**src/rtl/fetch_buffered.sv**
```systemverilog
// Buffered instruction-fetch front end: issues PC-sequential requests to an in-order
// variable-latency instruction memory and queues returned instructions toward decode.
module fetch_buffered #(
   parameter int unsigned     XLEN            = 64,
   parameter int unsigned     ILEN            = 32,
   parameter int unsigned     DEPTH           = 4,
   parameter int unsigned     MAX_OUTSTANDING = 2,
   parameter logic [XLEN-1:0] RESET_PC        = '0
) (
   input  logic                       clk,
   input  logic                       rst_n,
   input  logic                       redirect_i,
   input  logic [XLEN-1:0]            redirect_pc_i,
   output logic                       imem_req_valid_o,
   input  logic                       imem_req_ready_i,
   output logic [XLEN-1:0]            imem_req_addr_o,
   input  logic                       imem_rsp_valid_i,
   input  logic [ILEN-1:0]            imem_rsp_instr_i,
   output logic                       dec_valid_o,
   input  logic                       dec_ready_i,
   output logic [ILEN-1:0]            dec_instr_o,
   output logic [XLEN-1:0]            dec_pc_o,
   output logic [XLEN-1:0]            dec_pc_plus4_o,
   output logic [$clog2(DEPTH):0]     occupancy_o
);

   localparam int unsigned PW = $clog2(DEPTH);
   localparam int unsigned CW = PW + 1;
   localparam int unsigned OW = $clog2(MAX_OUTSTANDING + 1);
   localparam int unsigned SW = ((CW > OW) ? CW : OW) + 1;

   logic [XLEN-1:0] fetch_pc_q, fetch_pc_d;
   logic [XLEN-1:0] rsp_pc_q, rsp_pc_d;
   logic [OW-1:0]   outst_q, outst_d;
   logic [OW-1:0]   discard_q, discard_d;
   logic [CW-1:0]   count_q, count_d;
   logic [PW-1:0]   rd_ptr_q, rd_ptr_d;
   logic [PW-1:0]   wr_ptr_q, wr_ptr_d;

   logic [ILEN-1:0] instr_mem_q [DEPTH];
   logic [XLEN-1:0] pc_mem_q    [DEPTH];

   logic [SW-1:0]   credit_used;
   logic            req_valid;
   logic            req_fire;
   logic            head_valid;
   logic            pop;
   logic            push;
   logic            discard_nz;

   // Entries promised to the queue: buffered ones plus responses still due that will be kept.
   assign credit_used = SW'(count_q) + SW'(outst_q) - SW'(discard_q);

   assign req_valid  = rst_n & ~redirect_i
                     & (outst_q < OW'(MAX_OUTSTANDING))
                     & (credit_used < SW'(DEPTH));
   assign req_fire   = req_valid & imem_req_ready_i;
   assign head_valid = (count_q != '0);
   assign discard_nz = (discard_q != '0);
   assign pop        = head_valid & ~redirect_i & dec_ready_i;
   assign push       = imem_rsp_valid_i & ~redirect_i & ~discard_nz;

   assign imem_req_valid_o = req_valid;
   assign imem_req_addr_o  = fetch_pc_q;
   assign dec_valid_o      = head_valid & ~redirect_i;
   assign occupancy_o      = count_q;

   // The head is masked when empty so decode sees zeros after reset without clearing storage.
   assign dec_instr_o    = head_valid ? instr_mem_q[rd_ptr_q] : '0;
   assign dec_pc_o       = head_valid ? pc_mem_q[rd_ptr_q] : '0;
   assign dec_pc_plus4_o = head_valid ? (pc_mem_q[rd_ptr_q] + XLEN'(4)) : '0;

   always_comb begin
      // NOTE: every next-state signal gets its hold value first so no path infers a latch.
      fetch_pc_d = fetch_pc_q;
      rsp_pc_d   = rsp_pc_q;
      outst_d    = outst_q;
      discard_d  = discard_q;
      count_d    = count_q;
      rd_ptr_d   = rd_ptr_q;
      wr_ptr_d   = wr_ptr_q;

      if (redirect_i) begin
         fetch_pc_d = redirect_pc_i;
         rsp_pc_d   = redirect_pc_i;
         outst_d    = outst_q - OW'(imem_rsp_valid_i);
         discard_d  = outst_q - OW'(imem_rsp_valid_i);
         count_d    = '0;
         rd_ptr_d   = '0;
         wr_ptr_d   = '0;
      end else begin
         if (req_fire) begin
            fetch_pc_d = fetch_pc_q + XLEN'(4);
         end
         outst_d = outst_q + OW'(req_fire) - OW'(imem_rsp_valid_i);
         if (imem_rsp_valid_i && discard_nz) begin
            discard_d = discard_q - OW'(1);
         end
         if (push) begin
            wr_ptr_d = wr_ptr_q + PW'(1);
            rsp_pc_d = rsp_pc_q + XLEN'(4);
         end
         if (pop) begin
            rd_ptr_d = rd_ptr_q + PW'(1);
         end
         count_d = count_q + CW'(push) - CW'(pop);
      end
   end

   always_ff @(posedge clk) begin
      // NOTE: state registers use non-blocking assignments so all updates see pre-edge values.
      if (!rst_n) begin
         fetch_pc_q <= RESET_PC;
         rsp_pc_q   <= RESET_PC;
         outst_q    <= '0;
         discard_q  <= '0;
         count_q    <= '0;
         rd_ptr_q   <= '0;
         wr_ptr_q   <= '0;
      end else begin
         fetch_pc_q <= fetch_pc_d;
         rsp_pc_q   <= rsp_pc_d;
         outst_q    <= outst_d;
         discard_q  <= discard_d;
         count_q    <= count_d;
         rd_ptr_q   <= rd_ptr_d;
         wr_ptr_q   <= wr_ptr_d;
      end
   end

   // NOTE: queue storage has no reset; count_q alone decides which slots are meaningful.
   always_ff @(posedge clk) begin
      if (push) begin
         instr_mem_q[wr_ptr_q] <= imem_rsp_instr_i;
         pc_mem_q[wr_ptr_q]    <= rsp_pc_q;
      end
   end

endmodule

```
**config.mk**
```make
export PLATFORM = sky130hd
export DESIGN_NAME = fetch_buffered
export DESIGN_NICKNAME = d
export VERILOG_FILES = /design/src/rtl/fetch_buffered.sv
export SDC_FILE = /design/constraint.sdc
export NUM_CORES = 1
export LEC_CHECK = 0
export ABC_AREA = 1
export BUFFER_PORTS_ARGS = -buffer_cell sky130_fd_sc_hd__buf_4
export CORE_ASPECT_RATIO = 0.6
export CORE_MARGIN = 2
export CORE_UTILIZATION = 55
export DETAILED_ROUTE_END_ITERATION = 16
export PLACE_DENSITY = 0.8
export SYNTH_ARGS = -nofsm -noshare
export SYNTH_HDL_FRONTEND = slang
export SYNTH_SLANG_ARGS = --single-unit
```
**constraint.sdc**
```tcl
create_clock -name clk -period 7.2 [get_ports clk]
set_input_delay 0.72 -clock clk [delete_from_list [all_inputs] [get_ports clk]]
set_output_delay 0.72 -clock clk [all_outputs]
set_load 0.02 [all_outputs]
```
==> After elaboration in Yosys (flattened, before gate mapping) <==
Memory sizes are Yosys's and may differ from the RTL's. A register that Yosys moved wholly into a read port is not among the register bits.
Index checks and enable logic that the tools add are counted.
{ "classes": {"n_reduce_logical": 7, "n_lt_le_gt_ge": 2, "div_mod_pow": 0, "eq_ne": 0, "muxes": 16, "n_bitwise": 11, "shift": 0, "add_sub_neg": 13, "mul": 0} }
{ "ops": {"columns": ["cell", "count"], "rows": [
  ["64-bit two-way mux", 6],
  ["64-bit by 3-bit adder with 64-bit output, second input constant", 3],
  ["32-bit two-way mux", 1],
  ["2-bit two-way mux", 7],
  ["1-bit AND", 8],
  ["2-bit nonzero test", 4],
  ["2-bit by 1-bit adder with 2-bit output, second input constant", 2],
  ["3-bit by 2-bit adder with 4-bit output", 1],
  ["4-bit by 3-bit less-than comparator with 1-bit output, second input constant", 1],
  ["2-bit by 1-bit subtractor with 2-bit output", 2],
  ["4-bit by 2-bit subtractor with 4-bit output", 1],
  ["3-bit by 1-bit adder with 3-bit output", 1],
  ["1-bit inverter", 3],
  ["3-bit nonzero test", 1],
  ["3-bit by 1-bit subtractor with 3-bit output", 1],
  ["2-bit by 1-bit adder with 2-bit output", 1],
  ["2-bit less-than comparator, second input constant", 1],
  ["1-bit two-way mux", 2],
  ["2-bit OR reduction", 1],
  ["2-bit by 1-bit subtractor with 2-bit output, second input constant", 1],
  ["1-bit logical AND", 1]
]} }
{ "totals": {"mem_count": 2, "latch_bits": 0, "elab_cells": 58, "input_bits": 102, "out_inout_bits": 229, "mem_bits_rw": 384, "romBits": 0, "register_bits": 139} }
{ "mem_list": {"columns": ["memory", "depth", "word_bits", "read_ports", "rd_clocked_by_memory_dff", "wr", "line_no", "text"], "rows": [
  ["pc_mem_q", 4, 64, 1, 1, 1, "41", "logic [XLEN-1:0] pc_mem_q [DEPTH];"],
  ["instr_mem_q", 4, 32, 1, 1, 1, "40", "logic [ILEN-1:0] instr_mem_q [DEPTH];"]
]} }

==> Depth between registers and ports, before layout <==
{ "logic_depth": {"word_depth": 8, "ltp_mapped": 17, "depth_no_buf": 16} }

==> Least setup slack after synthesis <==
No wires, ideal clock.
{ "synth_timing": {"path_kind": "input -> register", "startpoint": "input redirect_i", "endpoint": "memory instr_mem_q[0][0] (enable)", "t_arrival_ps": 5481, "path_slack_ps": 1167, "setup_ps": 552, "required_time_ps": 6648, "path_buffers": 2, "path_stages": 5, "cell_sequence": "clkbuf_1 nor2_1 inv_1 buf_1 nor2_1"} }
{ "synth_between": {"elab_chain_cells": 5} }
{ "synth_rtl": {"columns": ["item", "line_no", "text"], "rows": [
  ["start: declaration", "12", "input logic redirect_i,"],
  ["1-bit inverter", "61", "assign push = imem_rsp_valid_i & ~redirect_i & ~discard_nz;"],
  ["1-bit AND (2 in a row)", "61", null],
  ["1-bit two-way mux", "133", "if (push) begin"],
  ["1-bit two-way mux (implied by the code)", "134", "instr_mem_q[wr_ptr_q] <= imem_rsp_instr_i;"],
  ["end: declaration", "40", null]
]} }
No other way between the ends.

==> results.md <==
* Count of final max-slew check failures at 0
* Initial Util at 55.6%
* DRT Pass-1 Iters at 7
* FFs w/ async S/R, synth at 0%
* Fin crit share at 70.9%
* Pwr Total at 6.81 mW
* Synth warn at 0
* CTS tree: done
* Min Tclk post-route at 5.11 ns
* Status: finished, final reports clean
* PostCTS Resize Cnt at 0
* Largest net degree at the start of global routing at 91
* Total I/O pin count at 331
* Vias in the first global route at 23.1k
* Pint at 5.01 mW
* Main synth FF type: edfxtp_1
* DP Worst Slack at 2.78 ns
* TritonCTS buffer count at 48
* Die X at 292 um
* Core Box Area at 49300 um2
* Total GRT Usage at 34.0%
* Max Freq at 0.196 GHz
* NetSw at 1.80 mW
* Root Driver: clkbuf_16
* Hold WC Path Type: in2reg
* Setup Buffers After CTS at 0
* GRT busiest layer: met1
* Clock power share at 37.5%
* Sequential power share at 51.2%
* Post-Syn Area at 27400 um2
* Non-Filler Instances at 4418
* Met1 global-route usage at 49.8%
* Post-synth EDFFs at 384
* CP max FO at 89
* Multi-input logic area at 11300 um2
* WL/cell at 20.3 um
* Peak supply drop at 0.000182 V
* Area growth syn-to-layout at 16.2%
* Startpoint Class: flop
* Fill cells at 4163
* Port Buf Inserts at 330
* Design Area, Final at 31900 um2
* Final setup viols at 0
* Placed cell count at 4333
* Initial DRC Count at 3477
* Post-Route WL at 89800 um
* PwrDens at 214 nW/um2
* H-tree depth at 2
* Final worst slack at 2.09 ns
* RSZ-0062 raised after global routing: false
* DR DRC count at 0
* Cell area after placement at 30300 um2
* Die height at 177 um
* Slew margin rel. at 30.0%
* Num rows at 63
* Max Clock Skew at 0.0194 ns
* Final Hold Fails at 0
* Share of layout cells above drive strength 1 at 13.0%
* Crit path kind: reg2out
* FF/Latch Area at 14400 um2
* Logic pwr share at 11.2%
* Arrival @ worst endpoint at 4.39 ns
* Pleak at 12.7 nW
* Initial antenna violation count at 0
* Hold WS at 0.329 ns
* Worst-margin pin slew at 1.05 ns
* Synth Instances at 3464
* First-pass GRT wire length at 136000 um
* Nets at 3853
* Met3 usage at 11.3%
* Clock Path Buffers at 3
* Final setup TNS at 0 ns
* Critical Path Sink Type: primary output
* Sequential share of the synthesized area at 52.3%
* Die area at 51700 um2
* Congestion Overflow GR at 0
* Clock slew at reported path FFs at 0.07 ns
* Via-to-Cell Ratio at 5.84
* Required time at the worst-slack endpoint at 6.48 ns
* Dpl hpwl at 63900 um
* Global placement routability congestion at 1.06
* Unique masters post-synth at 44
* Clock latency on the worst-skew pair at 0.60 ns
* DR vias at 25.8k
* Number of register bits inferred by synthesis at 525
* Mapped Nets at 3584
* Syn Area/Cell at 7.92 um2
* Post-route ant nets at 0
* Sink Count at 525
* Post-layout util at 64.6%
* Ant. Diodes at 0
* Hold bufs inserted after CTS at 0
* Met2 usage at 46.9%
* Max-cap violations at 0
* Switch share at 26.5%
-- sequential cells by signal, indices dropped and copies added, names as in the netlist, named ones only --
| signal | count |
|---|---|
| imem_req_addr_o | 64 |
| discard_q | 2 |
| rsp_pc_q | 64 |
| wr_ptr_q | 2 |
| pc_mem_q | 256 |
| outst_q | 2 |
| instr_mem_q | 128 |
| rd_ptr_q | 2 |
| occupancy_o | 3 |
-- layout make-up --
cell class / instances / area share [%]
clock buffers: 61 / 3.99
inverters: 314 / 3.71
repair buffers: 356 / 8.39
clock inverters: 24 / 0.915
multi-input cells: 2488 / 35.4
flip-flops and latches: 525 / 45.1
well taps: 650 / 2.55
-- power groups by stage --
stage | logic (mW) | clock network [mW] | registers [mW]
detailed placement | 0.742 | 0 | 3.55
global placement | 0.732 | 0 | 3.54
CTS | 0.748 | 2.57 | 3.48
global route | 0.826 | 2.69 | 3.50
floorplan | 0.406 | 0 | 3.53
finish | 0.764 | 2.56 | 3.49
-- kinds of logic (layout without fill, tap and decap cells) --
family | Yosys count | in the layout | share of synthesized area [%]
buffers and inverters | 451 | 755 | 6.74
XOR/XNOR | 43 | 43 | 1.37
adder cells (fa/ha/maj) | 18 | 18 | 0.876
AND/OR/NAND/NOR | 1981 | 1981 | 30.0
AO/OA/AOI/OAI | 446 | 446 | 8.66
flip-flops | 525 | 525 | 52.3
-- worst max-delay path, cell delays in order (launching register included) --
cell and delay, ns:
dfxtp_4 0.91, inv_4 0.55, nand2_1 0.22, o211ai_1 0.13, nand2_1 0.23, ha_1 0.22, inv_1 0.06, nor2_2 0.20
nand2_1 0.14, nor2_4 0.18, nand2_2 0.10, nor2_1 0.40, nand3_1 0.12, nand2_1 0.09, inv_1 0.04, buf_4 0.14
-- layer usage --
metal / share of wire (%) / routed length, um
met5: 0 / 0
met4: 3.6 / 3240
met3: 15 / 13400
met2: 40 / 36200
met1: 41 / 36900
-- placed cells by master (no fill, tap or decap), types with 4 or more instances in the layout --
cell type	Yosys	layout
inv_2	7	6
o21ai_0	201	201
nand3b_1	8	8
a21oi_1	172	172
buf_4	15	356
or2_2	5	5
nor3_1	69	68
xnor2_1	23	23
clkinv_2	0	5
clkinvlp_4	0	5
ha_1	16	16
bufinv_16	0	4
clkinv_1	1	8
clkbuf_1	68	11
nand2_2	11	12
clkbuf_16	0	48
xor2_1	20	20
o21bai_1	5	5
nor2_2	23	25
o211ai_1	15	15
nor2_4	7	11
o21a_1	5	5
dfxtp_1	141	139
a31oi_1	35	35
nand3_1	311	311
nand2_1	946	945
edfxtp_1	384	384
nor2_1	548	542
nand4_1	46	46
inv_1	306	305
-- final timing paths --
kind,start,end,slack (ns),cells after the start
max,flop,dec_pc_plus4_o[62],2.09,15
min,imem_rsp_instr_i[1],instr_mem_q[1][1]$_DFFE_PP_,0.33,1
max reg2reg,discard_q[0]$_SDFFE_PN0P_,pc_mem_q[1][60]$_DFFE_PP_,3.23,9
min reg2reg,imem_req_addr_o[0]$_SDFFE_PN0P_,imem_req_addr_o[0]$_SDFFE_PN0P_,0.50,2
-- synthesized netlist by cell type (all sizes together), types with 2 or more instances --
master / instances / share of area, %
xor2: 20 / 0.64
nor3: 69 / 1.3
nor2: 578 / 8.3
a31oi: 35 / 0.80
nand3b: 8 / 0.22
dfxtp: 141 / 10
nand3: 312 / 5.7
fa: 2 / 0.15
a221oi: 2 / 0.064
ha: 16 / 0.73
o21ai: 203 / 3.7
edfxtp: 384 / 42
o211ai: 15 / 0.41
and2: 2 / 0.046
or2: 5 / 0.11
inv: 313 / 4.3
a21oi: 172 / 3.1
a211oi: 2 / 0.055
xnor2: 23 / 0.73
a21o: 2 / 0.055
o21bai: 5 / 0.14
nand2: 957 / 13
buf: 69 / 1.5
nor3b: 2 / 0.055
clkbuf: 68 / 0.93
o21a: 5 / 0.14
nand4: 46 / 1.0
No activity file was read; power rests on OpenSTA's default activity.
